==> src/rtl/updown_mod_counter.sv <==
// Up/down counter over 0..MODULUS-1 with parallel load, wrap or saturate at bounds,
// terminal-count, one-cycle wrap pulse and sticky bound-hit flag.
module updown_mod_counter #(
  parameter int WIDTH   = 8,
  parameter int MODULUS = 256,
  parameter int RST_VAL = 0
) (
  input  logic             CLK,
  input  logic             RST,
  input  logic             EN,
  input  logic             UP,
  input  logic             LD,
  input  logic [WIDTH-1:0] DIN,
  input  logic             SAT,
  input  logic             CLR_OVF,
  output logic [WIDTH-1:0] ctr,
  output logic             TC,
  output logic             WRAP,
  output logic             OVF
);

  // One extra bit so MODULUS = 2**WIDTH yields an all-ones MAX without overflow.
  localparam logic [WIDTH:0]   MAX_X = (WIDTH+1)'(MODULUS - 1);
  localparam logic [WIDTH-1:0] MAX   = MAX_X[WIDTH-1:0];
  localparam logic [WIDTH-1:0] RSTV  = WIDTH'(RST_VAL);

  logic [WIDTH-1:0] r_ctr;
  logic             r_wrap;
  logic             r_ovf;

  logic [WIDTH-1:0] w_ctr_nxt;
  logic [WIDTH-1:0] w_ld_val;
  logic             w_wrap_nxt;
  logic             w_bound;
  logic             w_at_max;
  logic             w_at_zero;

  assign w_at_max  = ({1'b0, r_ctr} == MAX_X);
  assign w_at_zero = (r_ctr == '0);
  assign w_ld_val  = ({1'b0, DIN} > MAX_X) ? MAX : DIN;

  always_comb begin
    w_ctr_nxt  = r_ctr;
    w_wrap_nxt = 1'b0;
    w_bound    = 1'b0;
    if (LD) begin
      w_ctr_nxt = w_ld_val;
    end else if (EN) begin
      if (UP) begin
        if (w_at_max) begin
          w_bound = 1'b1;
          if (!SAT) begin
            w_ctr_nxt  = '0;
            w_wrap_nxt = 1'b1;
          end
        end else begin
          w_ctr_nxt = r_ctr + WIDTH'(1);
        end
      end else begin
        if (w_at_zero) begin
          w_bound = 1'b1;
          if (!SAT) begin
            w_ctr_nxt  = MAX;
            w_wrap_nxt = 1'b1;
          end
        end else begin
          w_ctr_nxt = r_ctr - WIDTH'(1);
        end
      end
    end
  end

  // A bound hit in the same cycle as CLR_OVF keeps the flag set.
  always_ff @(posedge CLK) begin
    if (!RST) begin
      r_ctr  <= RSTV;
      r_wrap <= 1'b0;
      r_ovf  <= 1'b0;
    end else begin
      r_ctr  <= w_ctr_nxt;
      r_wrap <= w_wrap_nxt;
      r_ovf  <= w_bound | (r_ovf & ~CLR_OVF);
    end
  end

  assign ctr  = r_ctr;
  assign WRAP = r_wrap;
  assign OVF  = r_ovf;
  assign TC   = EN & ~LD & ((UP & w_at_max) | (~UP & w_at_zero));

endmodule

==> config.mk <==
export PLATFORM = sky130hd
export DESIGN_NAME = updown_mod_counter
export DESIGN_NICKNAME = d
export VERILOG_FILES = /design/src/rtl/updown_mod_counter.sv
export SDC_FILE = /design/constraint.sdc
export NUM_CORES = 1
export LEC_CHECK = 0
export CAP_MARGIN = 0
export CORE_AREA = 2 2 49 51
export CTS_CLUSTER_SIZE = 40
export DETAILED_ROUTE_END_ITERATION = 10
export DIE_AREA = 0 0 51 53
export PLACE_DENSITY = 0.71
export SKIP_CTS_REPAIR_TIMING = 1
export SLEW_MARGIN = 20
export SYNTH_ARGS = -nofsm -noshare
export SYNTH_HDL_FRONTEND = slang
export SYNTH_SLANG_ARGS = --single-unit
==> constraint.sdc <==
create_clock -name CLK -period 2.2 [get_ports CLK]
set_clock_uncertainty 0.2 [all_clocks]
set_input_delay 0.44 -clock CLK [delete_from_list [all_inputs] [get_ports CLK]]
set_output_delay 0.44 -clock CLK [all_outputs]
set_load 0.005 [all_outputs]
# Word-level counts from Yosys, hierarchy flattened
# Cells that the tools add are included.
# classes
eq_ne	3
add_sub_neg	2
reduce_logical	4
muxes	16
bitwise	12
# op_table
cell	count
2-to-1 mux 8 bit	7
2-to-1 mux 1 bit	9
adder 8 x 1 -> 8 bit, second input constant	1
== test 8 bit, second input constant	1
logical NOT 8 bit	1
inequality test 4 bit, second input constant	2
subtractor 8 x 1 -> 8 bit, second input constant	1
bitwise AND 1 bit	5
inverter 1 bit	5
AND reduction 3 bit	1
OR reduction 3 bit	1
bitwise OR 1 bit	2
nonzero test 2 bit	1
# word_totals
inputBits	15
out_inout_bits	11
wordCells	40
reg_bits	10

# Longest topological paths before layout
# Gate-level depths: netlist of the first run.
# depth
ltp_word	6
depth_mapped	9
depth_no_buf	8

# Worst setup path after synthesis of the first run
# No wires, ideal clock.
# synth_path
path_type	register -> register
startpoint	register r_ctr[0] (netlist: ctr[0])
endpoint	register r_ctr[2] (netlist: ctr[2])
setup_time_ps	139
t_arrival_ps	1834
path_buffers	1
setup_slack_ps	27
required_time_ps	1861
synth_period_minus_slack_ps	2173
stages_incl_launch_ff	10
path_cell_list	dfxtp_1 clkbuf_1 inv_1 ha_1 nor4b_2 and3b_1 a211oi_2 nand3_1 a21oi_1 a311oi_1
# synth_via
elab_chain_len	5
word_cells_on_any_way	12
classes_between	2 x add/sub; 3 x eq/ne; 5 x mux; 2 x reduce/logical
# synth_lines
item	line_no	source
from (decl)	27	logic [WIDTH-1:0] r_ctr;
from (signal assigned)	80	r_ctr <= w_ctr_nxt;
subtractor 8 x 1 -> 8 bit, or another cell as far along	67	w_ctr_nxt = r_ctr - WIDTH'(1);
2-to-1 mux 8 bit, on equally long branches	60, 50	
2-to-1 mux 8 bit	49	if (UP) begin
2-to-1 mux 8 bit	48	end else if (EN) begin
2-to-1 mux 8 bit	46	if (LD) begin
# Parallel ways exist; a longest one is shown, timed or not. The select of a mux whose other input is x is not followed.
# A chain may end at the register's enable or synchronous reset.

# Worst setup path in the final report of the first run
# layout_path
startpoint	register r_ctr[0] (netlist: ctr[0])
endpoint	output port TC
# layout_via
elab_chain_len	4
word_cells_on_any_way	6
classes_between	1 x eq/ne; 4 x bitwise; 1 x reduce/logical
# layout_lines
item	line_no	source
== test 8 bit or logical NOT 8 bit (tied branches)	38, 39	
bitwise AND 1 bit	89	assign TC = EN & ~LD & ((UP & w_at_max) | (~UP & w_at_zero));
bitwise OR 1 bit (*)	89	
bitwise AND 1 bit (*)	89	
to (decl)	17	output logic TC,
# Mark *: on every way between the ends. The rest lies on a longest branch, timed or not.

==> results.cfg, run 1 <==
[layout]
layout_common_cells = buf_4 (33), clkdlybuf4s50_1 (23), o21ai_0 (11)
layout_commonest_cell = buf_4
area_delta_synth_final_pct = 67.7
final.fill_count = 173
drive_gt1_share_pct = 33.5
layoutNonFillerInstCount = 192
diodes = 0
final_nets = 183

[sta]
setup_viol = 0
rsz0062_at_grt = true
relSlewSlack_pct = 67.3
drv_slew = 0
hold-worst-slack_ps = 297
period_needed_ps = 2150
worst_slack_ps = 46.7
tightest_slew_ps = 486
min_period_over_period_pct = 97.9
hold_violations = 0
fmax_mhz = 464

[placement]
dp.cells = 187
dpl_worst_slack_ps = -400
dp_hpwl_mm = 2.12
gp_congestion = 0.877
portBuffers = 25

[global_routing]
track_usage_pct = 22.9
grt_pass1_wl_mm = 4.50
grt_max_degree = 14
grt_overflow = 0
grt_pass1_vias = 1033
antenna_found_initial = 0

[yosys]
synth-main-ff-cell = dfxtp_1
ys_types = 42
synth-edff-count = 0
synthCells = 108
syn_area_sq_um = 843
synth.avg_cell_area_sq_um = 7.81
synth.top_cells.by_area = dfxtp_1 (24%), o21ai_0 (6.5%), nand2_1 (4.9%)
synth_top_area_share_pct = 23.7
ys_ff_latch = 10
synth_nets = 126
yosysWarnings = 0
yosysTopAreaCell = dfxtp_1
ys_async_sr_fraction_pct = 0
ys_seq_area_share_pct = 23.7

[worst_setup_path]
crit_type = flip-flop to primary output
arrival_ps = 1510
rr_endpoint = ctr[6]
crit_family = flip-flops
critPathSlowestCell = dfxtp_2
cp-start-kind = flip-flop
end_kind = primary output
cp_max_fo = 2
crit_chain = inv_2 > ha_4 > nor4b_4 > and3b_1 > o21bai_1 > inv_1 > clkbuf_2
crit_required_ps = 1560
reg2reg_depth = 9
r2r_start = ctr[1]
crit_buf_inv = 3
slowest_delay_ps = 350
reg2reg_slack_ps = 190

[floorplanning]
ios = 26
die_y_um = 53
die_area_sq_um = 2700
dieWidth_um = 51
start_util_pct = 39.3
num_rows = 17
fp.coreArea_sq_um = 2150

[run_status]
status = finished clean

[clock_tree]
cts-htree-levels = 1
path_clk_slew_ps = 80
clk_path_buf_depth = 2
clock-sinks = 10
cts_tree = done
root_buffer = clkbuf_4
cts_buffers = 3
clk_latency_ps = 290

[worst_hold_path]
worstHoldEndpoint = OVF
holdPathStages = 2
hold_path_class = flip-flop to flip-flop
hp-start = OVF

[detailed_routing]
drc = 0
num_vias = 1076
drt-vias-per-instance = 5.60
drtIter0Drc = 29
ant_nets = 0
wire_per_inst_um = 14.6
drt_wl_total_mm = 2.81
first_pass_iters = 4

[power_and_ir_drop]
ir_drop_mv = 0.287
cellPowerDensity_nw_per_um2 = 479
p_leak_nw = 0.621

[flow_run]
maxCapViolCount = 0
[state kept, by name, summed over array words and instances, names as in the netlist]
signal  count
ctr         8
OVF         1
WRAP        1
[power by group]
group,switching (W),total [W],internal (W),leakage [nW]
clock network,0.0000842,0.000185,0.000101,0.0210
registers,0.0000174,0.000213,0.000195,0.0832
logic,0.000119,0.000279,0.000160,0.517
total,0.000221,0.000677,0.000456,0.621
[metrics by stage]
| step | total power, W | cell area [sq um] | util [%] | setup TNS, ps |
|---|---|---|---|---|
| floorplan | 0.000336 | 843 | - | 0 |
| global placement | 0.000467 | 1330 | 62.0 | -1690 |
| detailed placement | 0.000474 | 1330 | 62.0 | -1750 |
| CTS | 0.000654 | 1370 | 63.7 | -451 |
| global route | 0.000712 | 1410 | 65.8 | -42.0 |
| finish | 0.000677 | 1410 | 65.8 | 0 |
[worst max-delay path by stage]
stage,end,from,slack [ps],cells after the start
3_5_place_dp,TC,UP,-400,6
6_report,TC,ctr[0],50,7
4_1_cts,TC,ctr[1],-410,7
3_3_place_gp,TC,UP,-390,6
2_1_floorplan,ctr[2],ctr[0],30,9
5_1_grt,TC,ctr[0],-40,7
[worst min-delay path: stages, from the launching register on]
cell      delay (ps)
dfxtp_1          320
nand2b_1          60
a21boi_0          70
[logic make-up (layout without fill, tap and decap cells)]
group                    count (synthesis)  after routing  share of synthesized area, %
AO/OA/AOI/OAI                           40             40                          33.2
AND/OR/NAND/NOR                         39             39                          27.6
buffers and inverters                   13             69                          7.86
flip-flops                              10             10                          23.7
adder cells (fa/ha/maj)                  3              3                          4.45
XOR/XNOR                                 3              3                          3.12
[final cells by class]
type | count | area (sq um) | area share, %
repair buffers | 59 | 507 | 35.8
well taps | 28 | 35.0 | 2.48
multi-input cells | 85 | 611 | 43.2
inverters | 6 | 22.5 | 1.59
flip-flops and latches | 10 | 203 | 14.3
clock buffers | 4 | 36.3 | 2.57
[cells in the mapped netlist (all sizes together), types with 2 or more instances]
cell	instances
or3	2
nand2	11
a21o	2
clkbuf	4
a21oi	6
o21ai	12
nor3	5
nor2	6
xnor2	2
and3	2
a31oi	2
buf	3
inv	6
nand3	5
o21a	2
nand3b	2
a211oi	2
dfxtp	10
ha	3
nand2b	2
a311oi	4
o211ai	2
[per-layer routing]
layer  up-vias  track usage, %  wire length (um)
li1        516               -                 -
met1       504            25.0              1150
met2        44            40.3              1390
met3        12            3.11               157
met4         0            17.1               112
met5         -               0                 0
(Power assumes the default switching activity.)
==> inputs of run 2 (changes only) <==
--- a/config.mk
+++ b/config.mk
@@ -5,12 +5,11 @@
 export SDC_FILE = /design/constraint.sdc
 export NUM_CORES = 1
 export LEC_CHECK = 0
-export CAP_MARGIN = 0
 export CORE_AREA = 2 2 49 51
 export CTS_CLUSTER_SIZE = 40
 export DETAILED_ROUTE_END_ITERATION = 10
 export DIE_AREA = 0 0 51 53
-export PLACE_DENSITY = 0.71
+export PLACE_DENSITY = 0.69
 export SKIP_CTS_REPAIR_TIMING = 1
 export SLEW_MARGIN = 20
 export SYNTH_ARGS = -nofsm -noshare
==> constraint.sdc (replaced) <==
create_clock -name CLK -period 2.14 [get_ports CLK]
set_clock_uncertainty 0.2 [all_clocks]
set_input_delay 0.428 -clock CLK [delete_from_list [all_inputs] [get_ports CLK]]
set_output_delay 0.428 -clock CLK [all_outputs]
set_load 0.005 [all_outputs]
==> results.cfg, run 2 (synthesis gave the netlist of run 1 again) <==
[layout]
final_util_pct = 65.9
largest_reg_flops = 8
layout_commonest_cell = buf_4
diodes = 0
final_nets = 179
layout_common_cells = buf_4 (29), clkdlybuf4s50_1 (23), o21ai_0 (11)
drive_gt1_share_pct = 35.0
final.fill_count = 189
area_delta_synth_final_pct = 68.0
fin_area_sq_um = 1420

[floorplanning]
die_area_sq_um = 2700
dieWidth_um = 51
ios = 26
num_rows = 17
fp.coreArea_sq_um = 2150
start_util_pct = 39.3
die_y_um = 53

[sta]
relSlewSlack_pct = 75.7
drv_slew = 0
hold_violations = 0
tightest_slew_ps = 362
rsz0062_at_grt = true
min_period_over_period_pct = 102
period_needed_ps = 2180
tns_ps = -35.8
worst_slack_ps = -35.8
fmax_mhz = 460
setup_viol = 1

[placement]
dpl_cell_area_sq_um = 1290
portBuffers = 25
gp_congestion = 0.880
dp_hpwl_mm = 1.98

[power_and_ir_drop]
ir_drop_mv = 0.411
cellPowerDensity_nw_per_um2 = 488
p_leak_nw = 0.608

[detailed_routing]
ant_nets = 0
num_vias = 1019
drt-vias-per-instance = 5.42
wire_per_inst_um = 14.7
drt_wl_total_mm = 2.76
drtIter0Drc = 14
drc = 0
first_pass_iters = 4

[global_routing]
top_usage_layer = met2
grt_max_degree = 12
grt_pass1_wl_mm = 4.23
grt_overflow = 0
gr-usage-met3_pct = 5.37
antenna_found_initial = 0
grtUsageMet1_pct = 24.9
grt_pass1_vias = 994
grt_use_met2_pct = 35.7
track_usage_pct = 21.4

[clock_tree]
cts-htree-levels = 1
cts_tree = done
cts_buffers = 3
path_clk_slew_ps = 80
clk_path_buf_depth = 2
clock-sinks = 10
clk_latency_ps = 290
root_buffer = clkbuf_4

[worst_setup_path]
end_kind = primary output
crit_chain = inv_2 > ha_4 > nor4b_4 > and3b_1 > o21bai_1 > inv_1 > clkbuf_2
arrival_ps = 1550
cp-start-kind = flip-flop
cp_max_fo = 2
crit_type = flip-flop to primary output
crit_family = simple AND/OR/NAND/NOR gates
slowest_delay_ps = 340
critPathSlowestCell = dfxtp_2
crit_required_ps = 1510
crit_buf_inv = 3

[run_status]
violations = negative setup slack
status = complete, but fails checks

[worst_hold_path]
hold_path_class = flip-flop to flip-flop

[flow_run]
maxCapViolCount = 0
## run 2: cell types whose count changed in the layout (fill, tap and decap cells not counted), sizes merged
cell / delta
buf: -4
## run 2: worst paths after layout
kind / from / endpoint / slack, ps / cells after the start
setup / recovery: ctr[0] / TC / -40 / 7
hold reg to reg: OVF / OVF / 300 / 2
setup reg to reg: ctr[0] / ctr[2] / 50 / 10
hold / removal: OVF / OVF / 300 / 2
## run 2: report_power, final
part | total, W | switching, W | leakage [nW] | internal (W)
Combinational | 0.000282 | 0.000124 | 0.504 | 0.000157
Sequential | 0.000219 | 0.0000178 | 0.0835 | 0.000201
Clock | 0.000190 | 0.0000860 | 0.0210 | 0.000104
## run 2: final cells by class
class	count	area (sq um)	share of cell area, %
inverter	6	22.5	1.59
timing repair buffer	55	477	33.7
clock buffer	4	36.3	2.56
multi-input combinational	85	642	45.3
tap	28	35.0	2.47
sequential	10	204	14.4
## run 2: routing by layer
metal	share of wire (%)	vias to the layer above
li1	-	504
met5	0	-
met2	53	21
met4	1.9	0
met1	42	488
met3	2.9	6
## run 2: through the flow
step	hold WS [ps]	total power [W]	setup WS [ps]	cells
CTS	301	0.000666	-483	186
finish	300	0.000691	-35.8	188
detailed placement	289	0.000474	-396	182
global placement	277	0.000471	-396	182
floorplan	272	0.000346	53.7	108
global route	347	0.000727	-139	188
## run 2: worst register-to-register path, delay by kind of cell (launching register included)
kind,cells,cell delay [ps]
flops,1,350
compound gates,4,650
buf+inv,3,330
fa+ha+maj,1,150
simple gates,2,310
==> inputs of run 3 (changes only) <==
--- a/config.mk
+++ b/config.mk
@@ -6,7 +6,6 @@
 export NUM_CORES = 1
 export LEC_CHECK = 0
 export CORE_AREA = 2 2 49 51
-export CTS_CLUSTER_SIZE = 40
 export DETAILED_ROUTE_END_ITERATION = 10
 export DIE_AREA = 0 0 51 53
 export PLACE_DENSITY = 0.69
==> results of run 3 <==
Final layout, timing and power as in run 2 (identical DEF).
